$ cat src/rtl/uart_rx.sv
`default_nettype none
// ============================================================================
//  Module   : uart_rx
//  Purpose  : 8-bit asynchronous serial receiver with optional parity and
//             mid-bit sampling; one-cycle valid pulse per completed frame.
//  Revision : 1.0  initial release
// ============================================================================
module uart_rx #(
    parameter int unsigned CLOCK_FREQ = 50_000_000,
    parameter int unsigned BAUD_RATE  = 9600,
    parameter logic [1:0]  EN_PARITY  = 2'b00
) (
    input  logic       clk,
    input  logic       rst_n,
    input  logic       i_uart_rx,
    output logic [7:0] o_uart_data,
    output logic       o_uart_valid,
    output logic       o_parity_err,
    output logic       o_frame_err,
    output logic       o_uart_busy
);

    localparam logic [12:0] c_mcnt    = 13'(CLOCK_FREQ / BAUD_RATE - 1);
    localparam logic [12:0] c_half    = c_mcnt / 13'd2;
    localparam logic        c_par_en  = (EN_PARITY == 2'b11) || (EN_PARITY == 2'b01);
    localparam logic        c_par_odd = (EN_PARITY == 2'b11);

    typedef enum logic [2:0] {
        ST_IDLE   = 3'd0,
        ST_START  = 3'd1,
        ST_RX     = 3'd2,
        ST_PARITY = 3'd3,
        ST_STOP   = 3'd4
    } state_t;

    state_t      r_state;
    logic [12:0] r_cnt;
    logic [2:0]  r_bit_idx;
    logic [7:0]  r_shift;
    logic        r_par_err;
    logic        r_rx_meta;
    logic        r_rx_s;
    logic        r_rx_d;
    logic        w_par_exp;

    assign w_par_exp = c_par_odd ? ~^r_shift : ^r_shift;

    // Synchronizer and history flop idle high so reset never looks like a start edge.
    always_ff @(posedge clk or negedge rst_n) begin
        if (!rst_n) begin
            r_rx_meta <= 1'b1;
            r_rx_s    <= 1'b1;
            r_rx_d    <= 1'b1;
        end else begin
            r_rx_meta <= i_uart_rx;
            r_rx_s    <= r_rx_meta;
            r_rx_d    <= r_rx_s;
        end
    end

    always_ff @(posedge clk or negedge rst_n) begin
        if (!rst_n) begin
            r_state      <= ST_IDLE;
            r_cnt        <= 13'd0;
            r_bit_idx    <= 3'd0;
            r_shift      <= 8'd0;
            r_par_err    <= 1'b0;
            o_uart_data  <= 8'd0;
            o_uart_valid <= 1'b0;
            o_parity_err <= 1'b0;
            o_frame_err  <= 1'b0;
            o_uart_busy  <= 1'b0;
        end else begin
            o_uart_valid <= 1'b0;
            case (r_state)
                ST_IDLE: begin
                    if (r_rx_d && !r_rx_s) begin
                        r_state     <= ST_START;
                        o_uart_busy <= 1'b1;
                        r_cnt       <= 13'd0;
                        r_bit_idx   <= 3'd0;
                    end else begin
                        o_uart_busy <= 1'b0;
                    end
                end
                ST_START: begin
                    if (r_cnt == c_half) begin
                        r_cnt   <= 13'd0;
                        r_state <= r_rx_s ? ST_IDLE : ST_RX;
                    end else begin
                        r_cnt <= r_cnt + 13'd1;
                    end
                end
                ST_RX: begin
                    if (r_cnt == c_mcnt) begin
                        r_shift[r_bit_idx] <= r_rx_s;
                        r_cnt              <= 13'd0;
                        if (r_bit_idx == 3'd7) begin
                            r_state <= c_par_en ? ST_PARITY : ST_STOP;
                        end else begin
                            r_bit_idx <= r_bit_idx + 3'd1;
                        end
                    end else begin
                        r_cnt <= r_cnt + 13'd1;
                    end
                end
                ST_PARITY: begin
                    if (r_cnt == c_mcnt) begin
                        r_par_err <= (r_rx_s != w_par_exp);
                        r_cnt     <= 13'd0;
                        r_state   <= ST_STOP;
                    end else begin
                        r_cnt <= r_cnt + 13'd1;
                    end
                end
                ST_STOP: begin
                    // Leaving at mid-stop-bit leaves half a bit to catch a back-to-back start edge.
                    if (r_cnt == c_mcnt) begin
                        o_uart_data  <= r_shift;
                        o_uart_valid <= 1'b1;
                        o_frame_err  <= ~r_rx_s;
                        o_parity_err <= c_par_en ? r_par_err : 1'b0;
                        r_cnt        <= 13'd0;
                        r_state      <= ST_IDLE;
                    end else begin
                        r_cnt <= r_cnt + 13'd1;
                    end
                end
                default: begin
                    r_state     <= ST_IDLE;
                    r_cnt       <= 13'd0;
                    r_bit_idx   <= 3'd0;
                    o_uart_busy <= 1'b0;
                end
            endcase
        end
    end

endmodule
`default_nettype wire

$ cat config.mk
export PLATFORM = sky130hd
export DESIGN_NAME = uart_rx
export DESIGN_NICKNAME = d
export VERILOG_FILES = /design/src/rtl/uart_rx.sv
export SDC_FILE = /design/constraint.sdc
export NUM_CORES = 1
export LEC_CHECK = 0
export CAP_MARGIN = 20
export CORE_MARGIN = 3
export CORE_UTILIZATION = 46
export DETAILED_ROUTE_END_ITERATION = 16
export PLACE_DENSITY = 0.72
export REMOVE_ABC_BUFFERS = 1
export SLEW_MARGIN = 20
export SYNTH_ARGS = -nofsm -noshare
export SYNTH_HDL_FRONTEND = slang
export SYNTH_SLANG_ARGS = --single-unit
$ cat constraint.sdc
create_clock -name clk -period 2.1 [get_ports clk]
set_input_delay 0.42 -clock clk [delete_from_list [all_inputs] [get_ports clk]]
set_output_delay 0.42 -clock clk [all_outputs]
set_load 0.005 [all_outputs]
# After elaboration in Yosys (flattened, before gate mapping)
# Index checks and enable logic that the tools add are counted.
word_totals:
  ff_bits: 41
  output_inout_bits: 12
  wordCells: 65
op_classes:
  addsub: 2
  order_cmp: 2
  n_eq_ne: 14
  mux: 23
  bitwise: 2
  n_reduce_logical: 11
ops:
  columns: ["op", "count"]
  rows:
  - ["$mux 13", 3]
  - ["$pmux 13 s3", 1]
  - ["$mux 3", 9]
  - ["$pmux 3 s5", 1]
  - ["$ne 2x2->1 const B", 7]
  - ["$add 13x1->13 const B", 1]
  - ["$eq 13x12->1 const B", 1]
  - ["$eq 13x13->1 const B", 1]
  - ["$pmux 3 s3", 1]
  - ["$bwmux 8", 1]
  - ["$eq 3x2->1 const B", 2]
  - ["$eq 3x3->1 const B", 2]
  - ["$reduce_and 6->1", 1]
  - ["$reduce_or 3->1", 2]
  - ["$lt 3x4->1 const B", 1]
  - ["$mux 1", 4]
  - ["$reduce_and 2->1", 2]
  - ["$reduce_and 4->1", 1]
  - ["$reduce_or 4->1", 1]
  - ["$add 3x1->3 const B", 1]
  - ["$demux 1 s3", 1]
  - ["$eq 3x1->1 const B", 1]
  - ["$ge 3x1->1 const B", 1]
  - ["$logic_not 3->1", 1]
  - ["5 further kinds", 7]

# Depth between registers and ports, before layout
# Gate-level depths: netlist (run 1).
depth:
  word_depth: 5
  mapped_depth: 9
  mapped_depth_nobuf: 7

# Least setup slack after synthesis (run 1)
# No wires, ideal clock.
synth_timing:
  kind: "register to register"
  start: "reg r_cnt[0]"
  end: "reg r_shift[0]"
  setup_time_ns: 0.125
  arrival_time_ns: 1.689
  slack_ns: 0.286
  path_stages_with_launch: 9
  path_buffers: 2
  period_less_slack_ns: 1.814
  path_cell_list: "dfrtp_1 ha_1 and2_1 buf_2 and4_1 buf_6 nand3b_1 nor3_1 mux2_2"
synth_via:
  elab_chain_cells: 2
synth_lines:
  columns: ["element", "line_no", "source"]
  rows:
  - ["start: declaration", "37", "logic [12:0] r_cnt;"]
  - ["start signal: assignment", "91", "r_cnt <= r_cnt + 13'd1;"]
  - ["start signal: assignment", "104", "r_cnt <= r_cnt + 13'd1;"]
  - ["start signal: assignment", "113", "r_cnt <= r_cnt + 13'd1;"]
  - ["$eq 13x13->1", "95", "if (r_cnt == c_mcnt) begin"]
  - ["$reduce_and 2->1 (no line)", null, null]
  - ["end signal: indexed assignment", "96", "r_shift[r_bit_idx] <= r_rx_s;"]
  - ["end: declaration", "39", "logic [7:0] r_shift;"]
# No other way between the ends.
# A chain may end at the register's enable or synchronous reset.

# Worst setup path in the final report (run 1)
layout_timing:
  start: "reg r_cnt[11]"
  end: "reg r_shift[2]"
# The elaborated chain is that of the path after synthesis.

==> results of run 1 <==
[power breakdown]
group	total (mW)	internal (mW)	switching, mW
registers	0.916	0.853	0.0632
clock network	0.499	0.229	0.270
logic	0.611	0.236	0.375
total	2.03	1.32	0.708
[layout make-up]
type                            instances  share of cell area [%]
Inverter                                6                  0.9724
Timing Repair Buffer                   21                   8.536
Tap cell                               50                   2.701
Clock inverter                          3                  0.7563
Multi-Input combinational cell        151                   39.60
Sequential cell                        41                   44.46
Clock buffer                            5                   2.971
[logic make-up (layout without fill, tap and decap cells)]
group                      after synthesis  count (layout)  synth area share [%]
and+or+nand+nor                        101             101                 25.38
adders and majority gates                3               3                 1.835
other                                    1               1                0.1833
muxes                                    8               8                 4.954
AOI/OAI and AO/OA                       38              38                 12.11
DFF                                     41              41                 50.34
buffers and inverters                   19              35                 5.198
[per-layer routing]
metal  up-vias  share of wire [%]
li1        768                  -
met1       730                 49
met2        28                 46
met3         6                3.6
met4         0                1.3
met5         -                  0
[cells in the mapped netlist, types with 2 or more instances]
| library cell | n |
|---|---|
| nor2b_1 | 5 |
| nand3_1 | 9 |
| inv_1 | 6 |
| nand3b_1 | 3 |
| nand4_1 | 3 |
| a21oi_1 | 9 |
| dfstp_2 | 3 |
| clkbuf_1 | 4 |
| o21ai_0 | 9 |
| and3_1 | 2 |
| a41oi_1 | 2 |
| nand2_1 | 47 |
| buf_6 | 3 |
| nor2_1 | 8 |
| buf_2 | 4 |
| mux2_4 | 3 |
| a31oi_1 | 9 |
| nor3b_1 | 2 |
| buf_4 | 2 |
| dfrtp_1 | 38 |
| nor4b_1 | 2 |
| ha_1 | 3 |
| and4b_1 | 2 |
| mux2_2 | 5 |
| o2bb2ai_1 | 2 |
| and4bb_1 | 2 |
| nor3_1 | 7 |
[state kept, by name, indices dropped and copies added, names as in the netlist]
signal	count
o_uart_valid	1
o_uart_busy	1
r_rx_d	1
r_state	3
o_uart_data	8
r_shift	8
r_rx_s	1
r_bit_idx	3
r_rx_meta	1
r_cnt	13
o_frame_err	1
[worst register-to-register path, stage by stage (launching register included)]
cell	delay, ns
dfrtp_1	0.45
and4bb_1	0.29
and4_1	0.32
nand3b_1	0.21
nor3_1	0.22
mux2_2	0.35
[worst min path at each step]
stage	slack [ns]	from	cells after the start	end
after global placement	0.35	r_rx_meta$_DFF_PN1_	0	r_rx_s$_DFF_PN1_
after floorplan	0.12	rst_n	0	o_frame_err$_DFFE_PN0P_
after global routing	0.09	rst_n	2	o_uart_data[2]$_DFFE_PN0P_
final	0.08	rst_n	2	o_uart_data[2]$_DFFE_PN0P_
after detailed placement	0.35	r_rx_meta$_DFF_PN1_	0	r_rx_s$_DFF_PN1_
after CTS	0.09	rst_n	2	o_uart_data[2]$_DFFE_PN0P_
[repair_timing]
action	4_1_cts	5_1_grt
hold endpoints to repair	0	0
resized for setup	0	3
endpoints found under the setup margin	0	7
[through the flow]
stage	setup slack (ns)	hold WS [ns]	utilization (%)
final	0.1471	0.07804	55.89
after global routing	0.01594	0.09045	55.89
after CTS	0.07400	0.08554	55.71
after detailed placement	0.1129	0.3472	53.62
after global placement	0.1438	0.3455	53.62
after floorplan	0.2744	0.1244	-
==> impl_metrics.tcl, run 1 <==
set metrics [dict create \
    status "complete, no violations" \
    vias 1532 \
    grt_first_pass_wirelength_um 6630 \
    syn_area_sq_um 2046 \
    tns_ns 0 \
    viasPerCell 5.531 \
    routed_wl_um 3759 \
    grt_max_degree 42 \
    arrival_ns 2.14 \
    finalCritPeriodShare_pct 93.00 \
    n_antenna_cell 0 \
    nets 232 \
    final_cell_mix "nand2_1 (47), dfrtp_1 (38), clkdlybuf4s50_1 (12)" \
    cpPeakStageDelay_ns 0.45 \
    setup_viol_count_final 0 \
    criticalPathCategory "reg2reg" \
    final_common_cell "nand2_1" \
    root_buffer "clkbuf_8" \
    first_global_vias 1431 \
    min_path_type "in2async" \
    synthCells 211 \
    h-tree-depth 2 \
    ir_drop_v 0.0009577 \
    clk_latency_ns 0.29 \
    max_cap_violations 0 \
    ys_ff_latch 41 \
    yosys.area.top_type "dfrtp_1" \
    start_kind "flip-flop" \
    fp.coreArea_sq_um 4144 \
    pwr_density_cell_nw_per_um2 875.0 \
    drt_iter0_markers 80 \
    antenna_found_initial 0 \
    critical_path_depth 5 \
    drive_gt1_share_pct 14.98 \
    synth_cell_types 44 \
    r2r_end "r_shift[2]$_DFFE_PN0P_" \
    crit_start "r_cnt[11]$_DFFE_PN0N_" \
    grt_usage_pct 15.99 \
    multi_input_area_sq_um 917.1 \
    ys_top_cells_by_area "dfrtp_1 (46%), nand2_1 (8.6%), dfstp_2 (3.9%)" \
    ant_nets 0 \
    max_freq_mhz 512.1 \
    syn_avg_cell_area_sq_um 9.695 \
    rsz0062_at_grt "false" \
    overflow 0 \
    fillers 383 \
    clock_path_buffers 2 \
    cts_tree "done" \
    p_leak_nw 1.067 \
    use_met1_pct 21.45 \
    worstPathRequired_ns 2.28 \
    path_buf_inv 0 \
    drcViolationCount 0 \
    routabilityCongestion 0.8237 \
    ctsHoldBuffers 0 \
    rrSetupSlack_ns 0.15 \
    die_x_um 72.69 \
    hold_viol_final 0 \
    synth_top_area_share_pct 46.48 \
    synth.yosys.seq_area_share_pct 50.34 \
    areaGrowthSynthToFinish_pct 13.21 \
    r2r_start "r_cnt[11]$_DFFE_PN0N_" \
    dr.pass1.iters 4 \
    async_reset_ff_share_pct 100.0 \
    path_clk_slew_ns 0.08 \
    die_area_sq_um 5283 \
    wire_per_inst_um 13.57 \
    clock-sinks 41 \
    cp_max_fo 7 \
    maxSlewHeadroom_pct 60.83 \
    ys_warn_count 0 \
    placed_cell_area_sq_um 2222 \
    std_cell_rows 23 \
    slew_violations 0 \
    cts_setup_buffers 0 \
    dp_hpwl_um 2499 \
    period_minus_slack_ns 1.953 \
    crit_end "r_shift[2]$_DFFE_PN0P_" \
    critPathCaptureType "flip-flop" \
    met2_usage_pct 25.35 \
    final-seq-area_sq_um 1030 \
    port_buffers 13 \
    numCtsBuffers 5 \
    grtUsageMet3_pct 3.857 \
    slowest_stage "dfrtp_1" \
    reg2regPathDepth 5 \
    skew_ns 0.006253 \
    ys.flop_type "dfrtp_1" \
    start_util_pct 49.37 \
    synth_edf_count 0 \
    numPlacedInstances 269 \
    worstMarginPinSlew_ns 0.5853 \
    design_area_sq_um 2316 \
    path_delay_family "simple AND/OR/NAND/NOR gates" \
    busiest_layer "met2" \
    power_mw 2.027 \
    ios 15 \
    cp_cell_sequence "and4bb_1 > and4_1 > nand3b_1 > nor3_1 > mux2_2" \
    die_height_um 72.69 \
    stdcell_count 277 \
]
(Power assumes the default switching activity.)
==> run 2, diff against run 1 <==
--- a/config.mk
+++ b/config.mk
@@ -8,7 +8,9 @@
 export CAP_MARGIN = 20
 export CORE_MARGIN = 3
 export CORE_UTILIZATION = 46
+export CTS_CLUSTER_DIAMETER = 40
 export DETAILED_ROUTE_END_ITERATION = 16
+export GPL_TIMING_DRIVEN = 0
 export PLACE_DENSITY = 0.72
 export REMOVE_ABC_BUFFERS = 1
 export SLEW_MARGIN = 20
==> run 2 against run 1 <==
Net effect:
- core utilization rose by 0.36 points
- setup slack got worse by 0.061 ns
- register-to-register slack got worse by 0.06 ns
- critical path depth did not move
- combinational power rose by 4.6%
- sequential cell count did not move
- final cell count fell by 2.2%
- maximum frequency fell by 3.0%
- count of clock-buffer cells in the layout rose by 2
- routed wire length rose by 8.6%
- first-iteration DRC count fell by 41%
- critical endpoint is now r_shift[0]$_DFFE_PN0P_
- largest power group unchanged
==> impl_metrics.tcl, run 2 (same netlist as run 1, synthesis figures left out) <==
set metrics [dict create \
    status "complete, no violations" \
    overflow 0 \
    cts_tree "done" \
    drt_iter0_markers 47 \
    cts_setup_buffers 0 \
    pwr_density_cell_nw_per_um2 911.9 \
    start_util_pct 49.37 \
    ant_nets 0 \
    largest_register_ffs 13 \
    min_path_type "in2async" \
    numCtsBuffers 5 \
    nets 226 \
    max_cap_violations 0 \
    die_height_um 72.69 \
    routed_wl_um 4082 \
    dr.pass1.iters 5 \
    setup_ws_ns 0.08606 \
    maxSlewHeadroom_pct 53.75 \
    path_clk_slew_ns 0.08 \
    ios 15 \
    drive_gt1_share_pct 15.84 \
    die_x_um 72.69 \
    hold_viol_final 0 \
    std_cell_rows 23 \
    design_area_sq_um 2331 \
    port_buffers 13 \
    clk_latency_ns 0.29 \
    worstPathRequired_ns 2.27 \
    antenna_found_initial 0 \
    die_area_sq_um 5283 \
    vias 1540 \
    grt_first_pass_wirelength_um 6706 \
    dp_hpwl_um 2632 \
    criticalPathCategory "reg2reg" \
    slowest_stage "dfrtp_1" \
    reg_top3 "r_cnt: 13 flops, o_uart_data: 8 flops, r_shift: 8 flops" \
    pre_cts_slack_ns -0.009568 \
    final_common_cell "nand2_1" \
    reg2regPathDepth 5 \
    holdWs_ns 0.08045 \
    clock-sinks 41 \
    wire_per_inst_um 15.06 \
    drcViolationCount 0 \
    cpPeakStageDelay_ns 0.50 \
    p_leak_nw 1.059 \
    finalCritPeriodShare_pct 95.90 \
    regMostFlops "r_cnt" \
    critPathCaptureType "flip-flop" \
    ir_drop_v 0.0009249 \
    n_antenna_cell 0 \
    start_kind "flip-flop" \
    cp_max_fo 11 \
    arrival_ns 2.19 \
    root_buffer "clkbuf_8" \
    routabilityCongestion 0.8073 \
    grt_max_degree 26 \
    period_minus_slack_ns 2.014 \
    fp.coreArea_sq_um 4144 \
    grt_usage_pct 16.34 \
    rsz0062_at_grt "true" \
    first_global_vias 1448 \
    worstMarginPinSlew_ns 0.6884 \
    setup_viol_count_final 0 \
    max_freq_mhz 496.5 \
    ctsHoldBuffers 0 \
    slew_violations 0 \
    cp_cell_sequence "and4bb_1 > and4_4 > nand3b_1 > nor3_2 > mux2_2" \
    rrSetupSlack_ns 0.09 \
    placed_cell_area_sq_um 2177 \
    viasPerCell 5.683 \
    tns_ns 0 \
    h-tree-depth 2 \
    clock_path_buffers 2 \
    power_mw 2.126 \
    skew_ns 0.005221 \
    final_cell_mix "nand2_1 (47), dfrtp_1 (38), clkdlybuf4s50_1 (12)" \
    areaGrowthSynthToFinish_pct 13.95 \
]
==> run 2: final timing paths <==
path,end,startpoint
min in group clk,r_rx_s$_DFF_PN1_,r_rx_meta$_DFF_PN1_
worst min register to register,r_rx_s$_DFF_PN1_,r_rx_meta$_DFF_PN1_
max in group asynchronous,r_rx_d$_DFF_PN1_,rst_n
worst min-delay path,o_uart_data[1]$_DFFE_PN0P_,rst_n
worst max-delay path,r_shift[0]$_DFFE_PN0P_,r_cnt[3]$_DFFE_PN0N_
worst max register to register,r_shift[0]$_DFFE_PN0P_,r_cnt[3]$_DFFE_PN0N_
==> run 2: layout make-up <==
class	count	area, sq um
fill	378	1813
sequential	41	1030
multi-input combinational	152	962.2
timing repair buffer	14	152.6
clock buffer	7	96.34
tap	50	62.56
inverter	6	22.52
clock inverter	1	5.005
==> run 2: metal layers <==
metal	wire (um)	share of wire (%)	vias up	GRT usage, %
li1	-	-	762	-
met5	0	0	-	0
met2	1878	46	29	24.85
met4	85	2.1	0	7.787
met1	1968	48	740	21.97
met3	149	3.7	9	3.857
==> run 2: stage by stage <==
step / util, % / instances
final: 56.25 / 271
after global routing: 56.25 / 271
after CTS: 55.01 / 270
after detailed placement: 52.54 / 262
after global placement: 51.99 / 261
after floorplan: - / 198
==> run 2: worst max-delay path: cells and delay by family (launching register included) <==
family,cells,cell delay (ns)
DFF,1,0.50
muxes,1,0.35
and+or+nand+nor,4,1.04
==> run 2: power breakdown <==
| group | leakage [nW] | switching, mW | internal, mW | total, mW |
|---|---|---|---|---|
| Combinational | 0.448 | 0.420 | 0.219 | 0.639 |
| Sequential | 0.556 | 0.0769 | 0.853 | 0.930 |
| Clock | 0.0542 | 0.260 | 0.297 | 0.557 |
==> run 2: what timing repair did <==
item,in CTS,in global routing
pin swaps,1,1
resized for setup,1,10
gates cloned,0,1
setup endpoints to repair,4,24
==> run 3, diff against run 2 <==
--- a/config.mk
+++ b/config.mk
@@ -6,12 +6,14 @@
 export NUM_CORES = 1
 export LEC_CHECK = 0
 export CAP_MARGIN = 20
+export CELL_PAD_IN_SITES_DETAIL_PLACEMENT = 1
+export CELL_PAD_IN_SITES_GLOBAL_PLACEMENT = 1
 export CORE_MARGIN = 3
-export CORE_UTILIZATION = 46
+export CORE_UTILIZATION = 45
 export CTS_CLUSTER_DIAMETER = 40
 export DETAILED_ROUTE_END_ITERATION = 16
 export GPL_TIMING_DRIVEN = 0
-export PLACE_DENSITY = 0.72
+export PLACE_DENSITY = 0.85
 export REMOVE_ABC_BUFFERS = 1
 export SLEW_MARGIN = 20
 export SYNTH_ARGS = -nofsm -noshare
==> run 3 against run 2 <==
Net effect:
- critical path depth up 1
- clock power up 18%
- largest power group unchanged
- non-clock buffer count unchanged
- critical path type unchanged
- sequential power up 1%
- count of clock-buffer cells in the layout down 1
- clock skew down 0.0011 ns
- worst hold slack worse by 0.0061 ns
- critical endpoint unchanged
- global-route usage up 3.4 points
- total power up 6.6%
==> impl_metrics.tcl, run 3 (same netlist as run 1, synthesis figures left out) <==
set metrics [dict create \
    crit_start "r_cnt[0]$_DFFE_PN0N_" \
    die_x_um 73.43 \
    wire_per_inst_um 17.36 \
    port_buffers 13 \
    pre_cts_slack_ns -0.1568 \
    ant_nets 0 \
    critPathCaptureType "flip-flop" \
    std_cell_rows 23 \
    arrival_ns 2.19 \
    p_int_mw 1.467 \
    final_common_cell "nand2_1" \
    cpPeakStageDelay_ns 0.39 \
    reg2regPathDepth 6 \
    routabilityCongestion 0.7513 \
    hold_viol_final 0 \
    power_switching_mw 0.7984 \
    drive_gt1_share_pct 15.84 \
    path_delay_family "simple AND/OR/NAND/NOR gates" \
    final_cell_mix "nand2_1 (47), dfrtp_1 (37), clkdlybuf4s50_1 (12)" \
    min_path_type "in2async" \
    ios 15 \
    r2r_start "r_cnt[0]$_DFFE_PN0N_" \
    reg_top3 "r_cnt: 13 flops, o_uart_data: 8 flops, r_shift: 8 flops" \
    rrSetupSlack_ns 0.09 \
    cts_tree "done" \
    r2r_end "r_shift[0]$_DFFE_PN0P_" \
    vias 1592 \
    clock-sinks 41 \
    dr.pass1.iters 4 \
    n_antenna_cell 0 \
    pwr_density_cell_nw_per_um2 964.9 \
    regMostFlops "r_cnt" \
    drcViolationCount 0 \
    criticalPathCategory "reg2reg" \
    p_leak_nw 1.061 \
    maxSlewHeadroom_pct 50.91 \
    switching_share_pct 35.25 \
    share_comb_of_total_power_pct 29.5 \
    grt_max_degree 24 \
    root_buffer "clkbuf_8" \
    areaGrowthSynthToFinish_pct 14.74 \
    viasPerCell 5.875 \
    drt_iter0_markers 130 \
    start_util_pct 48.69 \
    first_global_vias 1618 \
    p_clk_share_pct 29.0 \
    max_cap_violations 0 \
    worstPathRequired_ns 2.28 \
    grt_usage_pct 19.75 \
    fp.coreArea_sq_um 4202 \
    setup_viol_count_final 0 \
    skew_ns 0.004134 \
    overflow 0 \
    period_minus_slack_ns 2.007 \
    dr_wl_met3_um 167 \
    antenna_found_initial 0 \
    power_mw 2.265 \
    wl_met1_um 2125 \
    ir_drop_v 0.0005902 \
    max_freq_mhz 498.4 \
    path_clk_slew_ns 0.08 \
    clock_path_buffers 2 \
    path_buf_inv 0 \
    setup_ws_ns 0.09346 \
    wl_met2_um 2368 \
    worstMarginPinSlew_ns 0.7307 \
    p_seq_share_pct 41.6 \
    start_kind "flip-flop" \
    dp_hpwl_um 3028 \
    h-tree-depth 2 \
    design_area_sq_um 2347 \
    numCtsBuffers 5 \
    clk_latency_ns 0.29 \
    grt_first_pass_wirelength_um 8066 \
    routed_wl_um 4705 \
    finalCritPeriodShare_pct 95.55 \
    slew_violations 0 \
    slowest_stage "dfrtp_1" \
    die_area_sq_um 5391 \
    die_height_um 73.43 \
    top_layer "met4" \
    placed_cell_area_sq_um 2177 \
    fin_util_pct 55.87 \
    tns_ns 0 \
    largest_register_ffs 13 \
    cp_cell_sequence "ha_1 > and2_4 > and4_4 > nand3b_1 > nor3_2 > mux2_2" \
    cp_max_fo 7 \
    rsz0062_at_grt "true" \
    nets 226 \
    status "complete, no violations" \
]
## run 3: per-layer routing
| layer | global-route usage (%) | vias to the layer above |
|---|---|---|
| met4 | 5.433 | 0 |
| li1 | - | 758 |
| met5 | 0 | - |
| met2 | 30.98 | 29 |
| met1 | 27.22 | 799 |
| met3 | 5.062 | 6 |
## run 3: worst max-delay path by stage
stage	cells after the start	slack [ns]	to
6_report	6	0.09	r_shift[0]$_DFFE_PN0P_
5_1_grt	6	-0.02	r_shift[0]$_DFFE_PN0P_
4_1_cts	6	0.0006	r_shift[0]$_DFFE_PN0P_
3_5_place_dp	6	-0.16	r_shift[0]$_DFFE_PN0P_
3_3_place_gp	1	-0.43	o_uart_data[1]$_DFFE_PN0P_
2_1_floorplan	6	0.27	r_shift[0]$_DFFE_PN0P_
## run 3: power groups by stage
stage                     Sequential [mW]  Clock, mW  Combinational [mW]
after floorplan                     0.922          0               0.419
after global placement              0.936          0               0.552
after detailed placement            0.943          0               0.587
after CTS                           0.931      0.678               0.633
after global routing                0.953      0.707               0.743
final                               0.941      0.656               0.668
## run 3: repair_timing
action | CTS | global route
setup buffers | 0 | 0
hold buffers | 0 | 0
endpoints found under the setup margin | 8 | 25
pin swaps | 1 | 0
gates cloned | 1 | 0
resized for setup | 4 | 8
## run 3: layout make-up
type / count / area [sq um]
clock buffers: 6 / 82.58
fillers: 489 / 1854
well taps: 50 / 62.56
repair buffers: 14 / 152.6
multi-input cells: 152 / 958.4
inverters: 6 / 22.52
clock inverters: 2 / 37.54
flip-flops and latches: 41 / 1031
## run 3: through the flow
| step | hold WS [ns] | instances |
|---|---|---|
| CTS | 0.07818 | 271 |
| floorplan | 0.1244 | 198 |
| detailed placement | 0.3476 | 262 |
| global route | 0.08685 | 271 |
| global placement | 0.3459 | 261 |
| finish | 0.07437 | 271 |
